### config.mk
export PLATFORM = sky130hd
export DESIGN_NAME = pipelined_carry_adder
export DESIGN_NICKNAME = d
export VERILOG_FILES = /design/src/rtl/pipelined_carry_adder.sv
export SDC_FILE = /design/constraint.sdc
export NUM_CORES = 1
export LEC_CHECK = 0
export CAP_MARGIN = 20
export CELL_PAD_IN_SITES_DETAIL_PLACEMENT = 1
export CELL_PAD_IN_SITES_GLOBAL_PLACEMENT = 1
export CORE_UTILIZATION = 30
export CTS_CLUSTER_SIZE = 10
export DETAILED_ROUTE_END_ITERATION = 8
export DONT_BUFFER_PORTS = 1
export PLACE_DENSITY_LB_ADDON = 0.1
export REMOVE_ABC_BUFFERS = 1
export SLEW_MARGIN = 10
export SYNTH_ARGS = -nofsm -noshare
export SYNTH_HDL_FRONTEND = slang
export SYNTH_SLANG_ARGS = --single-unit
### constraint.sdc
create_clock -name clk -period 4 [get_ports clk]
set_clock_uncertainty 0.1 [all_clocks]
set_input_delay 0.8 -clock clk [delete_from_list [all_inputs] [get_ports clk]]
set_output_delay 0.8 -clock clk [all_outputs]
set_load 0.05 [all_outputs]
### src/rtl/pipelined_carry_adder.sv
// Pipelined N-bit add/subtract built from STAGES ripple chunks. The chunk carry is
// registered between stages. The valid/ready handshake freezes the whole pipe on a stall.
module pipelined_carry_adder #(
   parameter int N      = 32,
   parameter int STAGES = 4
) (
   input  logic         clk,
   input  logic         rst,
   input  logic         in_valid,
   output logic         in_ready,
   input  logic [N-1:0] a,
   input  logic [N-1:0] b,
   input  logic         cin,
   input  logic         sub,
   output logic         out_valid,
   input  logic         out_ready,
   output logic [N-1:0] sum,
   output logic         cout,
   output logic         overflow
);
   localparam int W = N / STAGES;

   logic [N-1:0] b_eff;
   logic         c0;
   logic         advance;

   assign b_eff = sub ? ~b : b;
   assign c0    = sub | cin;

   genvar gi;
   generate
      for (gi = 0; gi < STAGES; gi++) begin : g_stage
         // Operand bits still waiting above this stage's chunk.
         localparam int HI = N - (gi + 1) * W;

         logic [W-1:0]         a_ch;
         logic [W-1:0]         b_ch;
         logic                 c_in;
         logic                 v_in;
         logic [W:0]           add;
         logic [(gi+1)*W-1:0]  s_d;
         logic [(gi+1)*W-1:0]  s_q;
         logic                 c_q;
         logic                 v_q;

         if (gi == 0) begin : g_first
            assign a_ch = a[W-1:0];
            assign b_ch = b_eff[W-1:0];
            assign c_in = c0;
            assign v_in = in_valid;
            assign s_d  = add[W-1:0];
         end else begin : g_next
            assign a_ch = g_stage[gi-1].g_skew.a_hi_q[W-1:0];
            assign b_ch = g_stage[gi-1].g_skew.b_hi_q[W-1:0];
            assign c_in = g_stage[gi-1].c_q;
            assign v_in = g_stage[gi-1].v_q;
            assign s_d  = {add[W-1:0], g_stage[gi-1].s_q};
         end

         assign add = {1'b0, a_ch} + {1'b0, b_ch} + {{W{1'b0}}, c_in};

         always_ff @(posedge clk) begin
            if (rst) begin
               v_q <= 1'b0;
               c_q <= 1'b0;
               s_q <= '0;
            end else if (advance) begin
               v_q <= v_in;
               c_q <= add[W];
               s_q <= s_d;
            end
         end

         if (gi < STAGES - 1) begin : g_skew
            logic [HI-1:0] a_hi_d;
            logic [HI-1:0] b_hi_d;
            logic [HI-1:0] a_hi_q;
            logic [HI-1:0] b_hi_q;

            if (gi == 0) begin : g_src_in
               assign a_hi_d = a[N-1:W];
               assign b_hi_d = b_eff[N-1:W];
            end else begin : g_src_prev
               assign a_hi_d = g_stage[gi-1].g_skew.a_hi_q[HI+W-1:W];
               assign b_hi_d = g_stage[gi-1].g_skew.b_hi_q[HI+W-1:W];
            end

            always_ff @(posedge clk) begin
               if (advance) begin
                  a_hi_q <= a_hi_d;
                  b_hi_q <= b_hi_d;
               end
            end
         end

         // The last chunk holds the operand MSBs, so signed overflow is resolved here.
         if (gi == STAGES - 1) begin : g_ovf
            logic ovf_q;

            always_ff @(posedge clk) begin
               if (rst) begin
                  ovf_q <= 1'b0;
               end else if (advance) begin
                  ovf_q <= (a_ch[W-1] == b_ch[W-1]) && (add[W-1] != a_ch[W-1]);
               end
            end
         end
      end
   endgenerate

   assign out_valid = g_stage[STAGES-1].v_q;
   assign sum       = g_stage[STAGES-1].s_q;
   assign cout      = g_stage[STAGES-1].c_q;
   assign overflow  = g_stage[STAGES-1].g_ovf.ovf_q;

   assign in_ready  = !(out_valid && !out_ready);
   assign advance   = in_ready;
endmodule

Word-level counts from Yosys, hierarchy flattened
Index checks and enable logic that the tools add are counted.

word-level totals
  input port bits = 70
  word-level logic and storage cells = 36
  output and inout bits = 36
  register bits after elaboration = 185

operators by class
  eq/ne operators = 2
  $add $sub $neg = 8
  reduce and logical (&&, ||, !) cells = 4
  mux-type cells = 1
  bitwise operators = 2

operators with widths
  operator               count
  adder 8 x 8 -> 9 bit   4
  adder 9 x 1 -> 9 bit   4
  two-way mux 32 bit     1
  inverter 32 bit        1
  logical AND 1 bit      2
  logical NOT 1 bit      2
  equality test 1 bit    1
  inequality test 1 bit  1
  OR 1 bit               1

Depth between registers and ports, before layout
  word-level depth = 4
  mapped depth = 10
  mapped depth without buffers = 8

Worst setup path after synthesis
Ideal clock, no wire load.

  path type = input port to output port
  from = input port out_ready
  to = output port in_ready
  cell stages on the path = 5
  data required time = 3.100 ns
  arrival = 1.998 ns
  buffers on the path = 3
  slack = 1.102 ns
  cells stage by stage = nor2b_4 -> buf_6 -> inv_2 -> buf_2 -> buf_4

on the way
  cells in the longest elaborated chain, start to end = 3

RTL lines
  item                RTL line  RTL
  start: declaration  16        input logic out_ready,
  logical NOT 1 bit   116       assign in_ready = !(out_valid && !out_ready);
  logical AND 1 bit   116
  logical NOT 1 bit   116
  end: declaration    10        output logic in_ready,

Every way passes these cells.

Worst setup path after layout
  from = register g_stage[3].v_q (netlist: out_valid)
  to = output port in_ready

on the way
  cells in the longest elaborated chain, start to end = 2

RTL lines
  item                      RTL line  RTL
  start: declaration        44        logic v_q;
  start signal: assignment  68        v_q <= v_in;
  logical AND 1 bit         116
  logical NOT 1 bit         116

Every way passes these cells.

==> impl_results.md <==
* Vias in the first global route at 4921
* Core Rows at 57
* Synthesis Warnings at 0
* Critical setup path kind: flip-flop to output port
* GPL Wtd Cong at 0.7408
* Iteration-0 DRC Markers at 190
* First-pass DRT Iterations at 4
* Seq/Total Area, Yosys at 0.6124
* Hold Fails Final Rpt at 0
* Most frequent cells in the layout: nand2_1, edfxtp_1, dfxtp_1
* Die W at 161.3 um
* Vias per inst at 4.828
* Number of flops mapped to enable cells by yosys at 96
* Post-Place Worst Slack at 1.348 ns
* RSZ-0062 raised after global routing: no
* Via count at 4838
* WP data required at 3.10 ns
* Max_cap viols at 0
* CTS H-tree depth at 4
* Relative slew slack at 0.5121
* Post-route cell area at 8534 um^2
* Worst-path clk slew at 0.08 ns
* DRC at 0
* Slew @ Worst Pin at 0.7311 ns
* CTS resizes at 0
* Hold Crit Class: flip-flop to flip-flop
* Share of cells above drive strength 1 at 0.06342
* Synth Register Bits at 185
* CP cell instances: nor2b_4 > inv_8
* Part of the cycle the worst path needs at 0.6552
* Outcome: completed
* # setup viols final at 0
* Crit Path Max Fanout at 90
* Pins over their slew limit at 0
* Placed Instance Area at 7905 um^2
* Antenna cells at 0
* Final wirelength at 15.99 mm
* Core ar. at 24600 um^2
* P_leak at 3.151 nW
* Latest clock arrival within the worst-skew pair at 0.43 ns
* Port buffer count at 0
* Clock tree buffer depth at 2
* Minimum clock period at 2.621 ns
* Worst setup EP type: output port
* Total CTS buffers at 17
* CTS tree: yes
* Type of origin of the critical path: flip-flop
* Clock sink total at 185
* Area Overhead vs Synth at 12.04%
* Largest net degree at the start of global routing at 100
* Setup WS post-layout at 1.379 ns
* Tot Pwr at 0.004662 W
* Fmax at 0.3816 GHz
* Gr ovfl total at 0
* Synth Area per Inst at 11.25 um^2
* Die area at 26030 um^2
* Initial antenna violation count at 0
* GRT Overall Usage at 0.1264
* Post-CTS setup buffer count at 0
* Starting density of the core at 0.3096
* Die Y at 161.3 um
* Post-layout util at 0.3469
* Root Driver: clkbuf_16
* Io pins at 106
* Routed wire length per instance at 15.96 um
* FFs w/ async S/R, synth at 0
* Final net count at 771
* P per Cell Area at 546.3 nW/um^2
* Ys flop type: edfxtp_1
* VDD IR max at 237.9 uV
* Most common cell after layout, fill and taps aside: nand2_1
* Hold buffers post-CTS at 0
* Synth Instances at 677
* CP arrival at 1.72 ns
* Mapped Area at 7617 um^2
* Antenna Nets Post-Route at 0
* Crit-path slowest cell: dfxtp_1
* Max incr delay on CP at 0.64 ns
* First-pass GRT wire length at 25.59 mm
* HPWL Detailed at 10.02 mm
* Netlist cell types at 40
## worst max-delay path, delay by kind of cell, from the launching register on
family,cells,cell delay (ns)
buffers and inverters,1,0.22
flip-flops,1,0.64
AND/OR/NAND/NOR,1,0.34
## stage by stage
stage	std cells	setup TNS [ns]	hold slack, ns
global route	1002	0	0.3026
global placement	970	0	0.3021
floorplan	640	-25.88	0.3003
finish	1002	0	0.3234
CTS	1002	0	0.2998
detailed placement	970	0	0.3057
## Yosys cell counts (all sizes together) (2+ instances only)
library cell / number / share of area
xor2: 36 / 0.041
nand3b: 4 / 0.0039
o2111ai: 4 / 0.0046
o21a: 5 / 0.0049
nor2: 7 / 0.0035
o21ai: 27 / 0.018
edfxtp: 96 / 0.38
fa: 8 / 0.021
and4: 3 / 0.0035
inv: 8 / 0.0039
and3b: 3 / 0.0035
ha: 28 / 0.046
o211ai: 4 / 0.0039
xnor2: 4 / 0.0046
a21oi: 83 / 0.055
and3: 6 / 0.0049
a2111oi: 4 / 0.0046
a211oi: 11 / 0.011
clkbuf: 11 / 0.0054
or2: 2 / 0.0016
nor4: 4 / 0.0033
a31oi: 4 / 0.0033
a21o: 7 / 0.0069
nor2b: 4 / 0.0043
nand3: 37 / 0.024
nor4b: 2 / 0.0023
nor3: 7 / 0.0046
buf: 26 / 0.019
nand2: 130 / 0.064
or3: 9 / 0.0074
dfxtp: 89 / 0.23
## layer usage
layer  vias up  global-route usage  wire length [um]
met2        89              0.2073              7599
met1      2338              0.1564              7400
li1       2390                   -                 -
met5         -                   0                 0
met4         0             0.05360               298
met3        21             0.03441               694
## registers in the layout, indices dropped and copies added (netlist names), 3 cells and up
signal,cells
g_stage.g_skew.b_hi_q,48
g_stage.v_q,3
g_stage.g_skew.a_hi_q,48
g_stage.s_q,48
g_stage.c_q,3
sum,32
## path summary, 6_finish.rpt
| kind | slack (ns) | cells past startpoint | start | endpoint |
|---|---|---|---|---|
| min | 0.32 | 0 | g_stage[0].g_skew.b_hi_q[18]$_DFFE_PN_ | g_stage[1].g_skew.b_hi_q[10]$_DFFE_PN_ |
| max reg2reg | 1.50 | 6 | g_stage[2].g_skew.a_hi_q[0]$_DFFE_PN_ | cout$_SDFFE_PP0N_ |
| max | 1.38 | 2 | out_valid$_SDFFE_PP0N_ | in_ready |
| min reg2reg | 0.32 | 0 | g_stage[0].g_skew.b_hi_q[18]$_DFFE_PN_ | g_stage[1].g_skew.b_hi_q[10]$_DFFE_PN_ |
## cells by family (layout without fill, tap and decap cells)
kind of cell	after synthesis	count (layout)	share of synthesized area
adders and majority gates	36	36	0.06702
DFF	185	185	0.6124
and+or+nand+nor	220	220	0.1331
AOI/OAI and AO/OA	151	151	0.1137
buffers and inverters	45	46	0.02792
xor gates and xnor gates	40	40	0.04599
## area by class of cell
class / instances / area [um^2]
timing repair buffer: 6 / 57.56
sequential: 185 / 4664
clock buffer: 17 / 425.4
fill: 2688 / 16070
tap: 324 / 405.4
clock inverter: 15 / 203.9
inverter: 8 / 37.54
multi-input combinational: 447 / 2740
## report_power, final
part	internal, W	switching (W)
registers	0.00220	0.000224
clock network	0.000873	0.000902
logic	0.000207	0.000259
total	0.00328	0.00138
(Power assumes the default switching activity.)
